### src/rtl/ifetch_queue.sv
// Instruction-fetch front end: issues sequential fetches over req/ack, queues {pc, word}
// in a small FIFO for decode, and flushes on branch/jump redirect.
module ifetch_queue #(
  parameter int          DEPTH    = 4,
  parameter logic [31:0] RESET_PC = 32'h0000_0000
) (
  input  logic        clk,
  input  logic        reset,
  output logic        imem_req,
  output logic [31:0] imem_addr,
  input  logic        imem_ack,
  input  logic [31:0] imem_rdata,
  input  logic        redirect,
  input  logic [31:0] redirect_pc,
  output logic        instr_valid,
  output logic [31:0] instr,
  output logic [31:0] instr_pc,
  output logic [31:0] instr_pc4,
  input  logic        instr_ready
);

  localparam int        AW   = (DEPTH > 1) ? $clog2(DEPTH) : 1;
  localparam logic [AW:0] FULL = (AW+1)'(DEPTH);

  typedef struct packed {
    logic [31:0] pc;
    logic [31:0] pc4;
    logic [31:0] word;
  } entry_t;

  typedef enum logic {FETCH, DRAIN} state_t;

  state_t        state, state_n;
  logic [31:0]   fetch_pc, fetch_pc_n, pc_plus4, addr_n;
  logic [AW:0]   count, count_n;
  logic [AW-1:0] wr_ptr, rd_ptr;
  entry_t        fifo [DEPTH];
  entry_t        head;
  logic          fire, pop, push, flush, hold, req_n;

  assign pc_plus4 = fetch_pc + 32'd4;
  assign fire     = imem_req & imem_ack;
  assign hold     = imem_req & ~imem_ack;
  assign pop      = instr_valid & instr_ready;

  always_ff @(posedge clk) begin
    if (reset) state <= FETCH;
    else       state <= state_n;
  end

  always_comb begin
    state_n    = state;
    fetch_pc_n = fetch_pc;
    push       = 1'b0;
    flush      = 1'b0;
    if (redirect) begin
      // an unacked request cannot be withdrawn, so its data is drained and dropped
      flush      = 1'b1;
      fetch_pc_n = {redirect_pc[31:2], 2'b00};
      state_n    = hold ? DRAIN : FETCH;
    end else if (state == DRAIN) begin
      if (imem_ack) state_n = FETCH;
    end else if (fire) begin
      push       = 1'b1;
      fetch_pc_n = pc_plus4;
    end
    count_n = flush ? '0 : count + {{AW{1'b0}}, push} - {{AW{1'b0}}, pop};
    // a held request keeps its address; a new one issues only into reserved space
    req_n   = hold | ((state_n == FETCH) && (count_n < FULL));
    addr_n  = hold ? imem_addr : fetch_pc_n;
  end

  always_ff @(posedge clk) begin
    if (reset) begin
      fetch_pc  <= RESET_PC;
      count     <= '0;
      wr_ptr    <= '0;
      rd_ptr    <= '0;
      imem_req  <= 1'b0;
      imem_addr <= RESET_PC;
    end else begin
      fetch_pc  <= fetch_pc_n;
      count     <= count_n;
      imem_req  <= req_n;
      imem_addr <= addr_n;
      if (flush) begin
        rd_ptr <= wr_ptr;
      end else begin
        if (push) wr_ptr <= wr_ptr + AW'(1);
        if (pop)  rd_ptr <= rd_ptr + AW'(1);
      end
    end
  end

  always_ff @(posedge clk) begin
    if (reset) begin
      for (int i = 0; i < DEPTH; i++) fifo[i] <= '0;
    end else if (push) begin
      fifo[wr_ptr] <= '{pc: fetch_pc, pc4: pc_plus4, word: imem_rdata};
    end
  end

  assign head        = fifo[rd_ptr];
  assign instr_valid = (count != '0);
  assign instr       = head.word;
  assign instr_pc    = head.pc;
  assign instr_pc4   = head.pc4;

endmodule

### config.mk
export PLATFORM = sky130hd
export DESIGN_NAME = ifetch_queue
export DESIGN_NICKNAME = d
export VERILOG_FILES = /design/src/rtl/ifetch_queue.sv
export SDC_FILE = /design/constraint.sdc
export NUM_CORES = 1
export LEC_CHECK = 0
export ABC_CLOCK_PERIOD_IN_PS = 30800
export CORE_MARGIN = 3
export CORE_UTILIZATION = 62
export CTS_CLUSTER_SIZE = 16
export DETAILED_ROUTE_END_ITERATION = 10
export PLACE_DENSITY = 0.86
export SLEW_MARGIN = 20
export SYNTH_ARGS = -nofsm -noshare
export SYNTH_HDL_FRONTEND = slang
export SYNTH_SLANG_ARGS = --single-unit
### constraint.sdc
create_clock -name clk -period 30.8 [get_ports clk]
set_input_delay 6.16 -clock clk [delete_from_list [all_inputs] [get_ports clk]]
set_output_delay 6.16 -clock clk [all_outputs]
set_load 0.01 [all_outputs]
==> results.sh, run 1 <==
export IMPL_antenna_found_initial=0
export IMPL_synthesis_area_sq_um=20000
export IMPL_slew_viol_final=0
export IMPL_synth_common_cells="edfxtp_1, and3_1, nor2_1, clkbuf_1, mux4_2"
export IMPL_internal_power_mw=1.07
export IMPL_max_clock_path_buffers=3
export IMPL_dp_hpwl_um=28500
export IMPL_max_freq_mhz=98.0
export IMPL_synth_top_cell_by_area="edfxtp_1"
export IMPL_insertion_delay_ns=0.55
export IMPL_overflow=0
export IMPL_synthArstFlopShare_pct=0
export IMPL_globalplace_congestion=0.866
export IMPL_htree_num_levels=2
export IMPL_drive_gt1_share_pct=13.3
export IMPL_cp_max_fo=94
export IMPL_first_pass_iters=6
export IMPL_finalSetupViolCount=0
export IMPL_antenna_left=0
export IMPL_cp_end_kind="flip-flop"
export IMPL_drc=0
export IMPL_finalHoldViolCount=0
export IMPL_crit_arrival_ns=10.36
export IMPL_avgSynthCellArea_sq_um=13.7
export IMPL_min_period_ns=10.20
export IMPL_hold_buffers=0
export IMPL_grt_pass1_vias=13600
export IMPL_grt_start_max_net_pins=95
export IMPL_cts_buffers=44
export IMPL_cts_root_buf="clkbuf_16"
export IMPL_drtIter0Drc=1827
export IMPL_die_x_um=185
export IMPL_yosys_warnings=0
export IMPL_synth_most_common_cell="edfxtp_1"
export IMPL_initial_core_util_pct=63.1
export IMPL_hp_class="reg2reg"
export IMPL_die_height_um=185
export IMPL_dieArea_sq_um=34400
export IMPL_post_cts_buffers=0
export IMPL_clock_power_share_pct=39.7
export IMPL_fill_cells=1838
export IMPL_yosys_most_used_dff="edfxtp_1"
export IMPL_status="complete, no violations"
export IMPL_worstMarginPinSlew_ns=1.05
export IMPL_rsz0062_at_grt="no"
export IMPL_drv_cap=0
export IMPL_swShare_pct=22.6
export IMPL_cts_resized=0
export IMPL_routed_wl_um=50400
export IMPL_finalSetupTns_ns=0
export IMPL_p_per_area_nw_per_um2=58.8
export IMPL_synth_top_area_share_pct=56.6
export IMPL_coreArea_sq_um=31600
export IMPL_io_buffers=196
export IMPL_relSlewSlack_pct=29.5
export IMPL_final_nets=1657
export IMPL_crit_required_ns=30.95
export IMPL_num_rows=65
export IMPL_clk_pin_slew_worst_paths_ns=0.06
export IMPL_viasPerCell=6.62
export IMPL_grt_usage_pct=29.5
export IMPL_ys_types=57
export IMPL_wl_per_cell_um=25.0
export IMPL_period_share_pct=33.1
export IMPL_cts_tree="built"
export IMPL_p_leak_nw=8.81
export IMPL_via_count=13400
export IMPL_yosys_top_cells_area="edfxtp_1, mux4_2, dfxtp_1"
export IMPL_synth_edff_count=376
export IMPL_grt_pass1_wl_um=77800
export IMPL_power_frac_seq_pct=50.9
export IMPL_worst_slack_ns=20.60
export IMPL_start_kind="input port"
export IMPL_clock_sinks=451
export IMPL_yosysSeqAreaShare_pct=64.1
export IMPL_finClkSkew_ns=0.0270
export IMPL_combPwrFrac_pct=9.4
export IMPL_post_place_ws_ns=20.17
export IMPL_path_class="in2reg"
export IMPL_num_io_pins=199
export IMPL_diodes=0
export IMPL_peakVddDrop_uv=37.3
export IMPL_syn_to_final_growth_pct=18.2
export IMPL_p_switching_mw=0.314
export IMPL_synthesis_nets=1527
export IMPL_syn_inst=1454
export IMPL_synth_seq_cells=451
power by group through the flow:
stage,combinational [mW],clock (mW),sequential (mW)
after global placement,0.127,0,0.716
after detailed placement,0.129,0,0.719
final,0.131,0.551,0.707
after CTS,0.130,0.555,0.707
after floorplan,0.0721,0,0.710
after global routing,0.138,0.578,0.710
per-layer routing:
layer | global-route usage [%] | vias up | part of all wire [%]
met1 | 41.1 | 6545 | 37
met4 | 10.1 | 0 | 2.3
met3 | 6.25 | 96 | 12
li1 | - | 5731 | -
met2 | 47.3 | 991 | 48
met5 | 0 | - | 0
logic make-up (layout without fill, tap and decap cells):
| group | after synthesis | after routing | synth area share (%) |
|---|---|---|---|
| simple gates | 608 | 608 | 16.5 |
| buf+inv | 152 | 316 | 3.10 |
| xor+xnor | 48 | 48 | 2.11 |
| flops | 451 | 451 | 64.1 |
| mux | 102 | 102 | 11.0 |
| compound gates | 89 | 89 | 2.95 |
| fa+ha+maj | 4 | 4 | 0.288 |
registers in the layout, summed over array words and instances, names as in the netlist, named ones only:
name       count
count          3
wr_ptr         2
fetch_pc      32
imem_req       1
state          1
rd_ptr         2
fifo         376
imem_addr     32
metrics by stage:
| step | power [mW] | hold WS [ns] | std cells | area, sq um | util, % |
|---|---|---|---|---|---|
| floorplan | 0.782 | 0.475 | 1454 | 20000 | - |
| global placement | 0.843 | 0.446 | 1940 | 22100 | 69.9 |
| detailed placement | 0.848 | 0.446 | 1940 | 22100 | 69.9 |
| CTS | 1.39 | 0.462 | 2020 | 23600 | 74.6 |
| global route | 1.43 | 0.482 | 2020 | 23600 | 74.6 |
| finish | 1.39 | 0.459 | 2020 | 23600 | 74.6 |
cell usage in the layout (no fill, tap or decap), types with 8 or more instances in the layout:
master,netlist,final
nand2b_1,12,12
o21ai_0,18,17
clkbuf_1,96,14
nor3_1,68,67
mux4_2,94,94
dfxtp_1,75,71
mux2i_1,8,8
inv_1,13,13
and2_1,70,70
and3_1,184,184
edfxtp_1,376,376
nand3_1,33,33
nand4_1,16,16
nor2_1,142,141
clkdlybuf4s50_1,0,194
nand2_1,52,47
a21oi_1,25,25
xnor2_1,24,24
buf_4,4,23
clkbuf_16,0,46
xor2_1,24,24
worst max-delay path, cell delays in order:
cell and delay [ns]:
buf_2 0.09, buf_4 0.29, nor2_4 0.16, buf_4 0.61, nand2_2 0.37, buf_4 0.43, nor2_4 0.16, buf_4 0.59
nand2_1 0.35, buf_4 0.36, nand2_8 0.67
final timing paths:
path / start / to / slack, ns / cells past startpoint
setup reg to reg: imem_req / fifo[2][0] / 26.79 / 8
hold reg to reg: imem_addr[5] / imem_addr[5] / 0.46 / 2
hold / removal: imem_addr[5] / imem_addr[5] / 0.46 / 2
setup / recovery: redirect / fifo[2][0] / 20.60 / 11
area by class of cell:
type,instances,area [sq um],share of cell area [%]
Clock buffer,65,1260,5.35
Clock inverter,15,216,0.917
Inverter,17,63.8,0.270
Multi-Input combinational cell,851,6640,28.1
Sequential cell,451,12800,54.2
Tap cell,402,503,2.13
Timing Repair Buffer,219,2120,9.00
Note: power is estimated with default switching activity, not from simulation.
==> inputs of run 2 (changes only) <==
--- a/config.mk
+++ b/config.mk
@@ -5,12 +5,12 @@
 export SDC_FILE = /design/constraint.sdc
 export NUM_CORES = 1
 export LEC_CHECK = 0
-export ABC_CLOCK_PERIOD_IN_PS = 30800
+export ABC_CLOCK_PERIOD_IN_PS = 9100
 export CORE_MARGIN = 3
-export CORE_UTILIZATION = 62
+export CORE_UTILIZATION = 52
 export CTS_CLUSTER_SIZE = 16
 export DETAILED_ROUTE_END_ITERATION = 10
-export PLACE_DENSITY = 0.86
+export PLACE_DENSITY = 0.77
 export SLEW_MARGIN = 20
 export SYNTH_ARGS = -nofsm -noshare
 export SYNTH_HDL_FRONTEND = slang
==> constraint.sdc (replaced) <==
create_clock -name clk -period 9.1 [get_ports clk]
set_input_delay 1.82 -clock clk [delete_from_list [all_inputs] [get_ports clk]]
set_output_delay 1.82 -clock clk [all_outputs]
set_load 0.01 [all_outputs]
==> run 2 against run 1 <==
Sequential cell count is the same. Clock skew increased by 0.00070 ns. Final cell count up 5.5%. Sequential share of layout area is 0.14 points lower. Largest power group unchanged. Highest routed layer unchanged.
==> results.sh, run 2 (same netlist as run 1, synthesis figures left out) <==
export IMPL_hold_buffers=0
export IMPL_grt_pass1_wl_um=75200
export IMPL_die_height_um=202
export IMPL_worst_slack_ns=3.94
export IMPL_final_nets=1658
export IMPL_finalSetupTns_ns=0
export IMPL_period_share_pct=56.7
export IMPL_post_cts_buffers=0
export IMPL_slew_viol_final=0
export IMPL_cts_resized=0
export IMPL_status="complete, no violations"
export IMPL_coreArea_sq_um=37800
export IMPL_cp_end_kind="flip-flop"
export IMPL_syn_to_final_growth_pct=18.6
export IMPL_start_kind="input port"
export IMPL_diodes=0
export IMPL_drtIter0Drc=1239
export IMPL_finalSetupViolCount=0
export IMPL_finClkSkew_ns=0.0277
export IMPL_min_period_ns=5.16
export IMPL_insertion_delay_ns=0.57
export IMPL_htree_num_levels=2
export IMPL_final_cell_mix="edfxtp_1, clkdlybuf4s50_1, and3_1"
export IMPL_final_common_cell="edfxtp_1"
export IMPL_max_clock_path_buffers=3
export IMPL_grt_pass1_vias=13000
export IMPL_dp_hpwl_um=28100
export IMPL_holdPathStages=2
export IMPL_antenna_left=0
export IMPL_cts_root_buf="clkbuf_16"
export IMPL_cts_tree="built"
export IMPL_overflow=0
export IMPL_initial_core_util_pct=52.9
export IMPL_fin_util_pct=62.7
export IMPL_first_pass_iters=5
export IMPL_grt_start_max_net_pins=95
export IMPL_max_freq_mhz=194
export IMPL_drive_gt1_share_pct=13.3
export IMPL_reg2reg_depth=6
export IMPL_drv_cap=0
export IMPL_drc=0
export IMPL_design_area_sq_um=23700
export IMPL_dieArea_sq_um=40800
export IMPL_rsz0062_at_grt="no"
export IMPL_peakVddDrop_uv=112
export IMPL_cp_max_fo=94
export IMPL_top_register="fifo"
export IMPL_hp_class="reg2reg"
export IMPL_worstMarginPinSlew_ns=1.06
export IMPL_wl_per_cell_um=22.6
export IMPL_crit_required_ns=9.27
export IMPL_placed_area_sq_um=22300
export IMPL_crit_arrival_ns=5.33
export IMPL_reg_top3="fifo (376), fetch_pc (32), imem_addr (32)"
export IMPL_via_count=12800
export IMPL_post_place_ws_ns=3.40
export IMPL_die_x_um=202
export IMPL_viasPerCell=6.00
export IMPL_globalplace_congestion=0.857
export IMPL_num_io_pins=199
export IMPL_num_rows=71
export IMPL_clk_pin_slew_worst_paths_ns=0.06
export IMPL_finalHoldViolCount=0
export IMPL_antenna_found_initial=0
export IMPL_grt_usage_pct=23.6
export IMPL_largest_reg_flops=376
export IMPL_p_leak_nw=8.77
export IMPL_cts_buffers=46
export IMPL_p_per_area_nw_per_um2=193
export IMPL_clock_sinks=451
export IMPL_path_class="in2reg"
export IMPL_io_buffers=196
export IMPL_relSlewSlack_pct=28.8
export IMPL_routed_wl_um=48300
-- run 2: layout make-up --
class / count / area, sq um
clock buffers: 57 / 1210
clock inverters: 26 / 163
flip-flops and latches: 451 / 12800
multi-input cells: 851 / 6660
well taps: 511 / 639
repair buffers: 218 / 2130
fillers: 2791 / 14100
inverters: 17 / 63.8
-- run 2: routing by layer --
layer  GRT usage, %  vias up  share of wire [%]
met2           38.1      670                 48
met3           3.66       59                 10
met5              0        -                  0
met1           34.1     6320                 40
li1               -     5727                  -
met4           5.86        0                1.7
-- run 2: power by group --
group | switching [mW] | internal [mW] | total (mW)
Sequential | 0.0619 | 2.32 | 2.39
Clock | 0.758 | 0.973 | 1.73
Combinational | 0.236 | 0.208 | 0.443
-- run 2: metrics by stage --
stage                     cells  power (mW)  hold WS (ns)
after detailed placement   2048        2.88         0.449
after global routing       2131        4.71         0.489
final                      2131        4.56         0.459
after floorplan            1454        2.65         0.475
after CTS                  2131        4.59         0.466
after global placement     2048        2.87         0.449
-- run 2: final timing paths --
check,startpoint,to,slack (ns)
worst max-delay path,redirect,fifo[2][31],3.94
worst min-delay path,imem_addr[6],imem_addr[6],0.46
worst max register to register,imem_req,fifo[2][31],5.77
worst min register to register,imem_addr[6],imem_addr[6],0.46
-- run 2: critical path: stages --
cell     delay (ns)
buf_2          0.10
buf_4          0.30
nor2_4         0.15
buf_4          0.58
nand2_2        0.55
nor2_4         0.23
buf_4          0.61
nand2_2        0.21
nand2_8        0.68
